**src/rtl/atm_pkg.sv**
```systemverilog
// atm_pkg: key codes, controller mode encodings and frontend state enum
package atm_pkg;
  localparam logic [3:0] KEY_ENTER   = 4'd10;
  localparam logic [3:0] KEY_CANCEL  = 4'd11;
  localparam logic [3:0] KEY_WDRAW   = 4'd12;
  localparam logic [3:0] KEY_DEPOSIT = 4'd13;
  localparam logic [3:0] KEY_BAL     = 4'd14;
  localparam logic [3:0] KEY_PINCHG  = 4'd15;
  localparam logic [1:0] MODE_WDRAW   = 2'b00;
  localparam logic [1:0] MODE_DEPOSIT = 2'b01;
  localparam logic [1:0] MODE_BAL     = 2'b10;
  localparam logic [1:0] MODE_PINCHG  = 2'b11;
  typedef enum logic [2:0] {
    IDLE, PIN_ENTRY, MODE_SEL, AMT_ENTRY, NPIN_ENTRY, ISSUE, WAIT_RESP, REPORT
  } state_t;
  function automatic logic is_digit(input logic [3:0] k);
    return k < 4'd10;
  endfunction
endpackage

```
**src/rtl/atm_digit_accum.sv**
```systemverilog
// atm_digit_accum: decimal accumulator building a value from successive digit strobes
module atm_digit_accum #(
  parameter int DW = 17,
  parameter int MAX_DIGITS = 5,
  parameter int CW = $clog2(MAX_DIGITS + 1)
) (
  input  logic          clk,
  input  logic          rst,
  input  logic          clr,
  input  logic          digit,
  input  logic [3:0]    d,
  output logic [DW-1:0] acc,
  output logic [CW-1:0] count,
  output logic          full
);
  assign full = count == CW'(MAX_DIGITS);
  always_ff @(posedge clk) begin
    if (rst || clr) begin
      acc   <= '0;
      count <= '0;
    end else if (digit) begin
      acc   <= acc * DW'(10) + DW'(d);
      count <= count + CW'(1);
    end
  end
endmodule

```
**src/rtl/atm_keypad_frontend.sv**
```systemverilog
// atm_keypad_frontend: turns keypad strobes and card-detect into ATM controller transactions
module atm_keypad_frontend
  import atm_pkg::*;
#(
  parameter int DW = 17,
  parameter int MAX_DIGITS = 5,
  parameter int TIMEOUT = 1024,
  parameter int HOLD = 16
) (
  input  logic          clk,
  input  logic          rst,
  input  logic          card_in,
  input  logic          key_valid,
  input  logic [3:0]    key_code,
  input  logic          ctrl_sucess,
  input  logic          ctrl_error,
  input  logic [DW-1:0] ctrl_balance,
  output logic          ctrl_card,
  output logic [DW-1:0] ctrl_pin,
  output logic [DW-1:0] ctrl_new_pin,
  output logic [1:0]    ctrl_modes,
  output logic [DW-1:0] ctrl_money,
  output logic          ctrl_valid,
  output logic [DW-1:0] disp_balance,
  output logic          done,
  output logic          fail,
  output logic          timeout
);
  localparam int TW = $clog2(TIMEOUT + 1);
  localparam int HW = $clog2(HOLD + 1);
  localparam int CW = $clog2(MAX_DIGITS + 1);
  state_t state, nxt;
  logic [TW-1:0] timer;
  logic [HW-1:0] hold;
  logic [DW-1:0] acc;
  logic [CW-1:0] count;
  logic full, entry, cancel, latch, mode_key, suc, err, tmo, resp, hold_end, acc_clr, acc_dig;
  atm_digit_accum #(.DW(DW), .MAX_DIGITS(MAX_DIGITS), .CW(CW)) u_acc (
    .clk(clk), .rst(rst), .clr(acc_clr), .digit(acc_dig), .d(key_code),
    .acc(acc), .count(count), .full(full)
  );
  always_ff @(posedge clk) state <= rst ? IDLE : nxt;
  always_comb begin
    nxt = state;
    case (state)
      IDLE:                  nxt = PIN_ENTRY;
      PIN_ENTRY:             nxt = latch ? MODE_SEL : state;
      MODE_SEL:              nxt = !mode_key ? state : key_code == KEY_BAL ? ISSUE :
                                   key_code == KEY_PINCHG ? NPIN_ENTRY : AMT_ENTRY;
      AMT_ENTRY, NPIN_ENTRY: nxt = latch ? ISSUE : state;
      ISSUE:                 nxt = WAIT_RESP;
      WAIT_RESP:             nxt = resp ? REPORT : state;
      REPORT:                nxt = hold_end ? MODE_SEL : state;
      default:               nxt = IDLE;
    endcase
    if (!card_in || cancel) nxt = IDLE;
  end
  always_comb begin
    entry    = state inside {PIN_ENTRY, AMT_ENTRY, NPIN_ENTRY};
    cancel   = key_valid && key_code == KEY_CANCEL && !(state inside {IDLE, WAIT_RESP});
    latch    = entry && key_valid && key_code == KEY_ENTER && count != '0;
    mode_key = state == MODE_SEL && key_valid && key_code >= KEY_WDRAW && key_code != KEY_CANCEL;
    err      = state == WAIT_RESP && ctrl_error;
    suc      = state == WAIT_RESP && ctrl_sucess && !ctrl_error;
    tmo      = state == WAIT_RESP && !ctrl_error && !ctrl_sucess && timer == TW'(TIMEOUT - 1);
    resp     = err || suc || tmo;
    hold_end = state == REPORT && hold == HW'(HOLD - 1);
    acc_clr  = !card_in || cancel || latch;
    acc_dig  = entry && key_valid && is_digit(key_code) && !full;
  end
  always_ff @(posedge clk) ctrl_card <= !rst && card_in;
  always_ff @(posedge clk) begin
    if (rst || !card_in) begin
      {ctrl_pin, ctrl_new_pin, ctrl_money, ctrl_modes, ctrl_valid} <= '0;
      {disp_balance, done, fail, timeout, timer, hold} <= '0;
    end else if (cancel) begin
      {ctrl_pin, ctrl_new_pin, ctrl_money, ctrl_modes} <= '0;
      {done, fail, timeout} <= '0;
    end else begin
      if (latch && state == PIN_ENTRY) ctrl_pin <= acc;
      if (latch && state == AMT_ENTRY) ctrl_money <= acc;
      if (latch && state == NPIN_ENTRY) ctrl_new_pin <= acc;
      if (mode_key) ctrl_modes <= key_code[1:0];
      if (state == ISSUE) begin
        ctrl_valid <= 1'b1;
        timer      <= '0;
      end
      if (state == WAIT_RESP) begin
        timer <= timer + TW'(1);
        if (resp) begin
          ctrl_valid <= 1'b0;
          done       <= suc;
          fail       <= err || tmo;
          timeout    <= tmo;
          hold       <= '0;
          if (suc) disp_balance <= ctrl_balance;
        end
      end
      if (state == REPORT) begin
        hold <= hold + HW'(1);
        if (hold_end) begin
          {done, fail, timeout} <= '0;
          ctrl_money   <= '0;
          ctrl_new_pin <= '0;
          if (done && ctrl_modes == MODE_PINCHG) ctrl_pin <= ctrl_new_pin;
        end
      end
    end
  end
endmodule

```
**config.mk**
```make
export PLATFORM = sky130hd
export DESIGN_NAME = atm_keypad_frontend
export DESIGN_NICKNAME = d
export VERILOG_FILES = /design/src/rtl/atm_pkg.sv /design/src/rtl/atm_digit_accum.sv /design/src/rtl/atm_keypad_frontend.sv
export SDC_FILE = /design/constraint.sdc
export NUM_CORES = 1
export LEC_CHECK = 0
export ABC_AREA = 1
export ABC_CLOCK_PERIOD_IN_PS = 3000
export CAP_MARGIN = 20
export CORE_MARGIN = 1
export CORE_UTILIZATION = 45
export DETAILED_ROUTE_END_ITERATION = 6
export GPL_TIMING_DRIVEN = 0
export PLACE_DENSITY_LB_ADDON = 0.25
export SLEW_MARGIN = 20
export SYNTH_ARGS = -nofsm -noshare
export SYNTH_HDL_FRONTEND = slang
export SYNTH_SLANG_ARGS = --single-unit
export TNS_END_PERCENT = 10
```
**constraint.sdc**
```tcl
create_clock -name clk -period 3 [get_ports clk]
set_clock_uncertainty 0.1 [all_clocks]
set_input_delay 0.9 -clock clk [delete_from_list [all_inputs] [get_ports clk]]
set_output_delay 0.9 -clock clk [all_outputs]
set_load 0.02 [all_outputs]
```
# After elaboration in Yosys (flattened, before gate mapping)
# Index checks and enable logic that the tools add are counted.
# word_totals
mem_bits_ro,0
latch_bits,0
mem_bits_rw,0
regBits,114
inputBits,27
elab_cells,131
memories,0
# op_classes
shift,0
n_eq_ne,21
n_reduce_logical,49
n_addsub,4
order_cmp,2
muxes,38
multipliers,1
n_div,0
bitwise_logic,1
# op_table
operator,n
$mux W17,10
$logic_and A1 B1 Y1,22
$mux W11,2
$mux W3,7
$pmux W3 S7,1
$add A17 B4 Y17,1
$mul A17 B3 Y16 const B,1
$eq A4 B4 Y1 const B,4
$eq A3 B3 Y1 const B,5
$mux W1,15
$mux W5,3
$add A11 B1 Y11 const B,1
$eq A11 B10 Y1 const B,1
$ne A2 B2 Y1 const B,5
$reduce_bool A2 Y1,4
$logic_or A1 B1 Y1,7
$eq A3 B2 Y1 const B,2
$logic_not A1 Y1,6
$reduce_bool A3 Y1,2
$reduce_or A2 Y1,3
$add A5 B1 Y5 const B,1
$eq A5 B4 Y1 const B,1
$reduce_and A5 Y1,1
$ge A4 B4 Y1 const B,1
10 further kinds,10

# Logic depth before layout (Yosys ltp)
# Gate-level depths: netlist of the first run.
# depth
depth_word,10
ltp_mapped,18

# Modules after synthesis
# A second synthesis of the first run with hierarchy kept.
# hier_totals
hier_cells,943
hier_area_um2,6397.4
# by_module_without_submodules
module,seq_area_each_um2,cells_per_inst,area_per_inst_um2,instances
atm_keypad_frontend,1881.8,611,4229.1,1
atm_digit_accum,400.4,332,2168.3,1

# Worst setup path after synthesis of the first run
# Ideal clock, no wire load.
# synth_timing
kind,in2reg
startpoint,in key_code[1]
endpoint,reg u_acc.acc[15]
required_time_ns,2.791
arrival_time_ns,2.572
slack_ns,0.219
path_stages,15
cell_sequence,ha_1 -> inv_1 -> fa_1 -> o21ai_0 -> nand2_1 -> nor2_1 -> nand3_1 -> nor2_1 -> nand2_1 -> nor2_1 -> nand2_1 -> nand2_1 -> nand3_1 -> nand2_1 -> inv_1
# synth_via
elab_chain_len,6
# synth_rtl
item,line_no,source
"start, declared",atm_keypad_frontend.sv:14,"input logic [3:0] key_code,"
branches (longest 6 deep; another with $add A17 B4 Y17),n/a,
"end signal, assigned",atm_digit_accum.sv:22,acc <= acc * DW'(10) + DW'(d);
"end, declared",atm_digit_accum.sv:12,"output logic [DW-1:0] acc,"
# Several ways; the timed one is not identified.
# A chain may end at the register's enable or synchronous reset.

# Final worst setup path of the first run
# layout_timing
startpoint,reg u_acc.acc[1]
endpoint,reg u_acc.acc[14]
# layout_via
elab_chain_len,2
# layout_rtl
item,line_no
$mul A17 B3 Y16,atm_digit_accum.sv:22
$add A17 B4 Y17,atm_digit_accum.sv:22
# No other way between the ends.

==> flow_summary.ini, run 1 <==
[status]
outcome = finished, final reports clean

[critical_path]
crit_start = u_acc.acc[1]$_SDFFE_PP0P_
crit_path_end = u_acc.acc[14]$_SDFFE_PP0P_
r2r_end = u_acc.acc[14]$_SDFFE_PP0P_
crit_type = flop to flop
r2r-start = u_acc.acc[1]$_SDFFE_PP0P_
crit_fanout = 5
critPathMaxStageDelay_ps = 550
rrSetupSlack_ps = 230
cpMaxStageDelayCell = fa_2
arrival_ps = 2970
end_kind = flop
path_common_cell = nand2_1
crit_path_cell_trace = ha_1 -> ha_2 -> fa_2 -> nand2_1 -> inv_1 -> nand3_1 -> nor2_2 -> nand3_1 -> nor2_4 -> nand2_1 -> nand2_1 -> nand2_1 -> o21ai_1 -> inv_1
required_ps = 3210
reg2regPathDepth = 14
start_kind = flop

[finish]
drive_gt1_share_pct = 10.4
fin_cells = 1188
nNetsFinal = 1062
diodes = 0
syn_to_final_growth_pct = 32.1

[floorplanning]
ios = 102
core-area_sq_um = 13300
rows = 42
die_h_um = 119
die_x_um = 119
dieArea_sq_um = 14300
start_util_pct = 46.4

[logic_synthesis]
synth_edf_count = 0
syn_nets = 942
synth_fa_ha_area_share_pct = 7.51
syn_inst = 879
synthSimpleGateAreaFrac_pct = 24.3
yosysTopAreaCellShare_pct = 36.8
synth_xor_area_share_pct = 1.55
synth_area_leaders = dfxtp_1, nand2_1, inv_1, ha_1, nor2_1
synth_ff_type = dfxtp_1
synth.largest_area_cell = dfxtp_1
ys_ff_latch = 114
synth.most_common_cell = nand2_1
ys_warn_count = 0
ys_types = 42
synth_top_family_by_area = simple AND/OR/NAND/NOR gates
syn_area_per_cell_sq_um = 7.05
netlist_area_sq_um = 6200
synth-seq-area-share_pct = 36.8
postSynth.asyncResetShare_pct = 0
synthTopCellsByCount = nand2_1, inv_1, dfxtp_1
synth_compound_area_share_pct = 18.6
synth_mux_area_share_pct = 0

[sta]
slew_violations = 0
period_share_pct = 92.3
rsz0062_at_grt = no
max_slew_margin_pct = 65.0
layout_min_cycle_time_ps = 2770
setup_viol = 0
max_freq_mhz = 361
hold_violations = 0
tightest_slew_ps = 526

[power_and_ir_drop]
p_per_area_nw_per_um2 = 514
p_int_mw = 3.31
p_total_mw = 4.21
pwr-share-clk_pct = 56.2
combPwrFrac_pct = 7.0
p_sw_mw = 0.904
p_seq_share_pct = 36.9
switching_share_pct = 21.5
leakage_nw = 3.57
peakVddDrop_v = 0.000403

[clock_network]
cts_root_buf = clkbuf_16
cts_sinks = 114
cts_tree = built
htree_levels = 4
ctsHoldBuffers = 0
cts_inserted_buffers = 17
cts_buffer_depth = 2
cts.clk_slew.worst_paths_ps = 50
cts_setup_buffers = 0
clk_latency_ps = 410

[global_route]
grt_max_degree = 17
grt_pass1_vias = 5626
antenna_found_initial = 0
overflow = 0
grt_pass1_wl_um = 27300
grtUsageTotal_pct = 24.1

[place]
port_buffers = 101
dpl.cell_count = 1156
gp_congestion = 0.881
hpwlAfterDp_um = 12000

[route]
route.detailed.drc = 0
drtIter0Drc = 391
vias = 6012
drt_wl_total_um = 16300
firstDrtPassIters = 6
drtAntennaViolNets = 0
vias_per_cell = 5.06
wl_per_cell_um = 13.7

[min_path]
hold_class = flop to flop

[run]
maxCapViolations = 0
==> per-layer routing <==
| layer | global-route usage [%] | part of all wire (%) | vias to the layer above |
|---|---|---|---|
| met1 | 33.2 | 49 | 2750 |
| met3 | 5.17 | 4.7 | 22 |
| li1 | - | - | 3094 |
| met2 | 37.1 | 45 | 146 |
| met5 | 0 | 0 | - |
| met4 | 8.52 | 1.5 | 0 |
==> per-stage QoR <==
step	setup TNS [ps]	area [sq um]	setup slack (ps)	hold WS (ps)	util, %
6_report	0	8190	232	357	61.4
5_1_grt	0	8190	1.46	379	61.4
4_1_cts	0	8130	12.1	359	60.9
3_5_place_dp	-6890	7430	-683	350	55.7
3_3_place_gp	-4750	7430	-656	346	55.7
2_1_floorplan	0	6200	219	339	-
==> power groups by stage <==
stage	registers (mW)	logic [mW]	clock network [mW]
after floorplan	1.58	0.192	0
after global placement	1.58	0.282	0
after detailed placement	1.58	0.285	0
after CTS	1.55	0.287	2.39
after global routing	1.55	0.329	2.47
final	1.55	0.293	2.36
==> sequential cells by signal, indices dropped and copies added, names as in the netlist <==
| name | flops |
|---|---|
| disp_balance | 17 |
| fail | 1 |
| u_acc.acc | 17 |
| ctrl_valid | 1 |
| done | 1 |
| ctrl_money | 17 |
| timer | 11 |
| ctrl_new_pin | 17 |
| u_acc.count | 3 |
| timeout | 1 |
| ctrl_modes | 2 |
| hold | 5 |
| ctrl_card | 1 |
| ctrl_pin | 17 |
| state | 3 |
==> cells by family (layout without fill, tap and decap cells) <==
logic type | after synthesis | in the layout
buffers and inverters | 180 | 313
XOR/XNOR | 11 | 11
adder cells (fa/ha/maj) | 36 | 36
flip-flops | 114 | 114
AND/OR/NAND/NOR | 345 | 345
AO/OA/AOI/OAI | 193 | 193
==> worst min path at each step <==
stage	from	end	slack, ps	cells past startpoint
5_1_grt	ctrl_money[5]$_SDFF_PP0_	ctrl_money[5]$_SDFF_PP0_	380	2
6_report	ctrl_money[5]$_SDFF_PP0_	ctrl_money[5]$_SDFF_PP0_	360	2
3_3_place_gp	ctrl_money[8]$_SDFF_PP0_	ctrl_money[8]$_SDFF_PP0_	350	2
2_1_floorplan	timer[10]$_SDFFE_PN0P_	timer[10]$_SDFFE_PN0P_	340	2
4_1_cts	timer[10]$_SDFFE_PN0P_	timer[10]$_SDFFE_PN0P_	360	2
3_5_place_dp	ctrl_money[5]$_SDFF_PP0_	ctrl_money[5]$_SDFF_PP0_	350	2
==> what timing repair did <==
action                                  in CTS  in global routing
resized for setup                            5                 24
endpoints found under the setup margin       5                 20
gates cloned                                 0                  0
endpoints found under the hold margin        0                  0
==> critical path: cells and delay by family (launching register included) <==
family	cells	cell delay [ps]
AO/OA/AOI/OAI	1	110
adder cells (fa/ha/maj)	3	1080
buffers and inverters	2	120
flip-flops	1	360
AND/OR/NAND/NOR	8	890
==> cell usage in the layout, fill, tap and decap left out, types with 3 or more instances in the layout <==
cell type / instances
clkdlybuf4s50_1: 98
clkbuf_8: 5
nor2_2: 6
nand3_1: 41
nand3_2: 4
or2_2: 3
clkbuf_16: 17
clkbuf_2: 3
a211oi_2: 13
xnor2_1: 5
o21ai_1: 28
dfxtp_2: 4
nand2_1: 153
bufinv_16: 6
a21oi_1: 63
clkbuf_1: 12
ha_1: 32
nor2_1: 106
dfxtp_1: 109
inv_2: 8
nor3_1: 6
buf_2: 14
o21ai_0: 55
inv_1: 143
xor2_1: 6
a211oi_1: 24
nand4_1: 8
==> final cells by class <==
cell class              count  area (sq um)
inverters                 151           567
plain buffers              29           136
repair buffers            101          1010
clock buffers              23           498
multi-input cells         585          3270
flip-flops and latches    114          2290
well taps                 176           220
fillers                  1226          5160
clock inverters             9           198
(Power assumes the default switching activity.)
==> inputs of run 2 (changes only) <==
--- a/config.mk
+++ b/config.mk
@@ -9,7 +9,7 @@
 export ABC_CLOCK_PERIOD_IN_PS = 3000
 export CAP_MARGIN = 20
 export CORE_MARGIN = 1
-export CORE_UTILIZATION = 45
+export CORE_UTILIZATION = 47
 export DETAILED_ROUTE_END_ITERATION = 6
 export GPL_TIMING_DRIVEN = 0
 export PLACE_DENSITY_LB_ADDON = 0.25
==> run 2 against run 1 <==
  * First-iteration DRC count shrank 0.51%
  * Clock power is 11% lower
  * Count of clock-buffer cells in the layout down 1
  * Non-clock buffer count unchanged
  * Critical path type unchanged
==> flow_summary.ini, run 2 (same netlist as run 1, synthesis figures left out) <==
[sta]
period_share_pct = 93.0
setup_tns_ps = 0
max_slew_margin_pct = 65.6
whs_ps = 368
setup_viol = 0
hold_violations = 0
max_freq_mhz = 358
layout_min_cycle_time_ps = 2790
fin_ws_ps = 210
slew_violations = 0
tightest_slew_ps = 515

[min_path]
hp-start = timer[5]$_SDFFE_PN0P_
hold_end = timer[5]$_SDFFE_PN0P_
hold_depth = 2
hold_class = flop to flop

[floorplanning]
start_util_pct = 48.7
core-area_sq_um = 12700
die_h_um = 117
rows = 41
die_x_um = 117
ios = 102
dieArea_sq_um = 13700

[clock_network]
cts_buffer_depth = 2
cts_tree = built
cts_inserted_buffers = 17
cts_sinks = 114
htree_levels = 4
clk_latency_ps = 410
cts_setup_buffers = 0
cts_root_buf = clkbuf_16
cts.clk_slew.worst_paths_ps = 60

[finish]
final_util_pct = 63.4
fin_cells = 1183
diodes = 0
final_common_cell = nand2_1
syn_to_final_growth_pct = 30.1
multi_input_area_sq_um = 3250
seqCellArea_sq_um = 2280
nNetsFinal = 1062
final.fill_count = 1149
drive_gt1_share_pct = 9.20
fin_area_sq_um = 8070
final_cell_mix = nand2_1, inv_1, dfxtp_1

[global_route]
overflow = 0
grt_max_degree = 17
antenna_found_initial = 0
grt_pass1_vias = 5545
grt_pass1_wl_um = 26800
grtUsageTotal_pct = 25.2

[power_and_ir_drop]
combPwrFrac_pct = 7.4
p_total_mw = 3.95
switching_share_pct = 22.9
pwr-share-clk_pct = 53.4
p_seq_share_pct = 39.2
leakage_nw = 3.50
peakVddDrop_v = 0.000370
p_int_mw = 3.05
p_sw_mw = 0.907
p_per_area_nw_per_um2 = 490

[critical_path]
crit_path_cell_trace = ha_1 -> ha_2 -> fa_2 -> nand2_1 -> inv_1 -> nand3_1 -> nor2_2 -> nand3_2 -> nor2_4 -> nand2_1 -> nand2_1 -> nand2_1 -> o21ai_1 -> inv_1
crit_fanout = 6
rrSetupSlack_ps = 210
r2r_end = u_acc.acc[14]$_SDFFE_PP0P_
cpMaxStageDelayCell = fa_2
start_kind = flop
crit_type = flop to flop
path_common_cell = nand2_1
r2r-start = u_acc.acc[3]$_SDFFE_PP0P_
end_kind = flop
critPathMaxStageDelay_ps = 550
reg2regPathDepth = 14
crit_start = u_acc.acc[3]$_SDFFE_PP0P_
arrival_ps = 2990
required_ps = 3200

[route]
firstDrtPassIters = 5
drtAntennaViolNets = 0
vias_per_cell = 5.01
drt_wl_total_um = 16200
wl_per_cell_um = 13.7
vias = 5921
route.detailed.drc = 0
drtIter0Drc = 389

[place]
pre_cts_slack_ps = -699
port_buffers = 101
hpwlAfterDp_um = 12200
gp_congestion = 0.880
dpl.cell_count = 1152
postPlaceCellArea_sq_um = 7430

[run]
maxCapViolations = 0

[status]
outcome = finished, final reports clean
## run 2: routing by layer
metal,GRT usage [%],part of all wire [%],up-vias
met5,0,0,-
met4,7.26,1.5,0
met3,5.41,3.9,19
met2,39.8,46,123
met1,34.7,49,2681
li1,-,-,3098
## run 2: cell type report
| type | instances | share of cell area (%) |
|---|---|---|
| Buffer | 29 | 1.66 |
| Clock buffer | 22 | 5.63 |
| Clock inverter | 9 | 1.92 |
| Inverter | 151 | 7.03 |
| Multi-Input combinational cell | 585 | 40.3 |
| Sequential cell | 114 | 28.3 |
| Tap cell | 172 | 2.67 |
| Timing Repair Buffer | 101 | 12.5 |
## run 2: how the worst max path moves through the flow
stage / end / slack, ps
after floorplan: u_acc.acc[15]$_SDFFE_PP0P_ / 220
after global placement: u_acc.acc[15]$_SDFFE_PP0P_ / -680
after detailed placement: u_acc.acc[15]$_SDFFE_PP0P_ / -700
after CTS: u_acc.acc[15]$_SDFFE_PP0P_ / 2
after global routing: u_acc.acc[15]$_SDFFE_PP0P_ / -30
final: u_acc.acc[14]$_SDFFE_PP0P_ / 210
## run 2: timing repair
action	CTS	global route
pin swaps	0	2
setup endpoints to repair	5	7
gates resized for setup	6	11
hold buffers	0	0
## run 2: power groups by stage
stage	Sequential, mW	Combinational [mW]	Clock, mW
6_report	1.55	0.291	2.11
5_1_grt	1.55	0.325	2.20
4_1_cts	1.55	0.287	2.12
3_5_place_dp	1.58	0.285	0
3_3_place_gp	1.58	0.281	0
2_1_floorplan	1.58	0.192	0
## run 2: worst max-delay path: cells and delay by family, from the launching register on
family	cells	cell delay, ps
AOI/OAI and AO/OA	1	160
buffers and inverters	2	140
and+or+nand+nor	8	850
adders and majority gates	3	1040
DFF	1	400
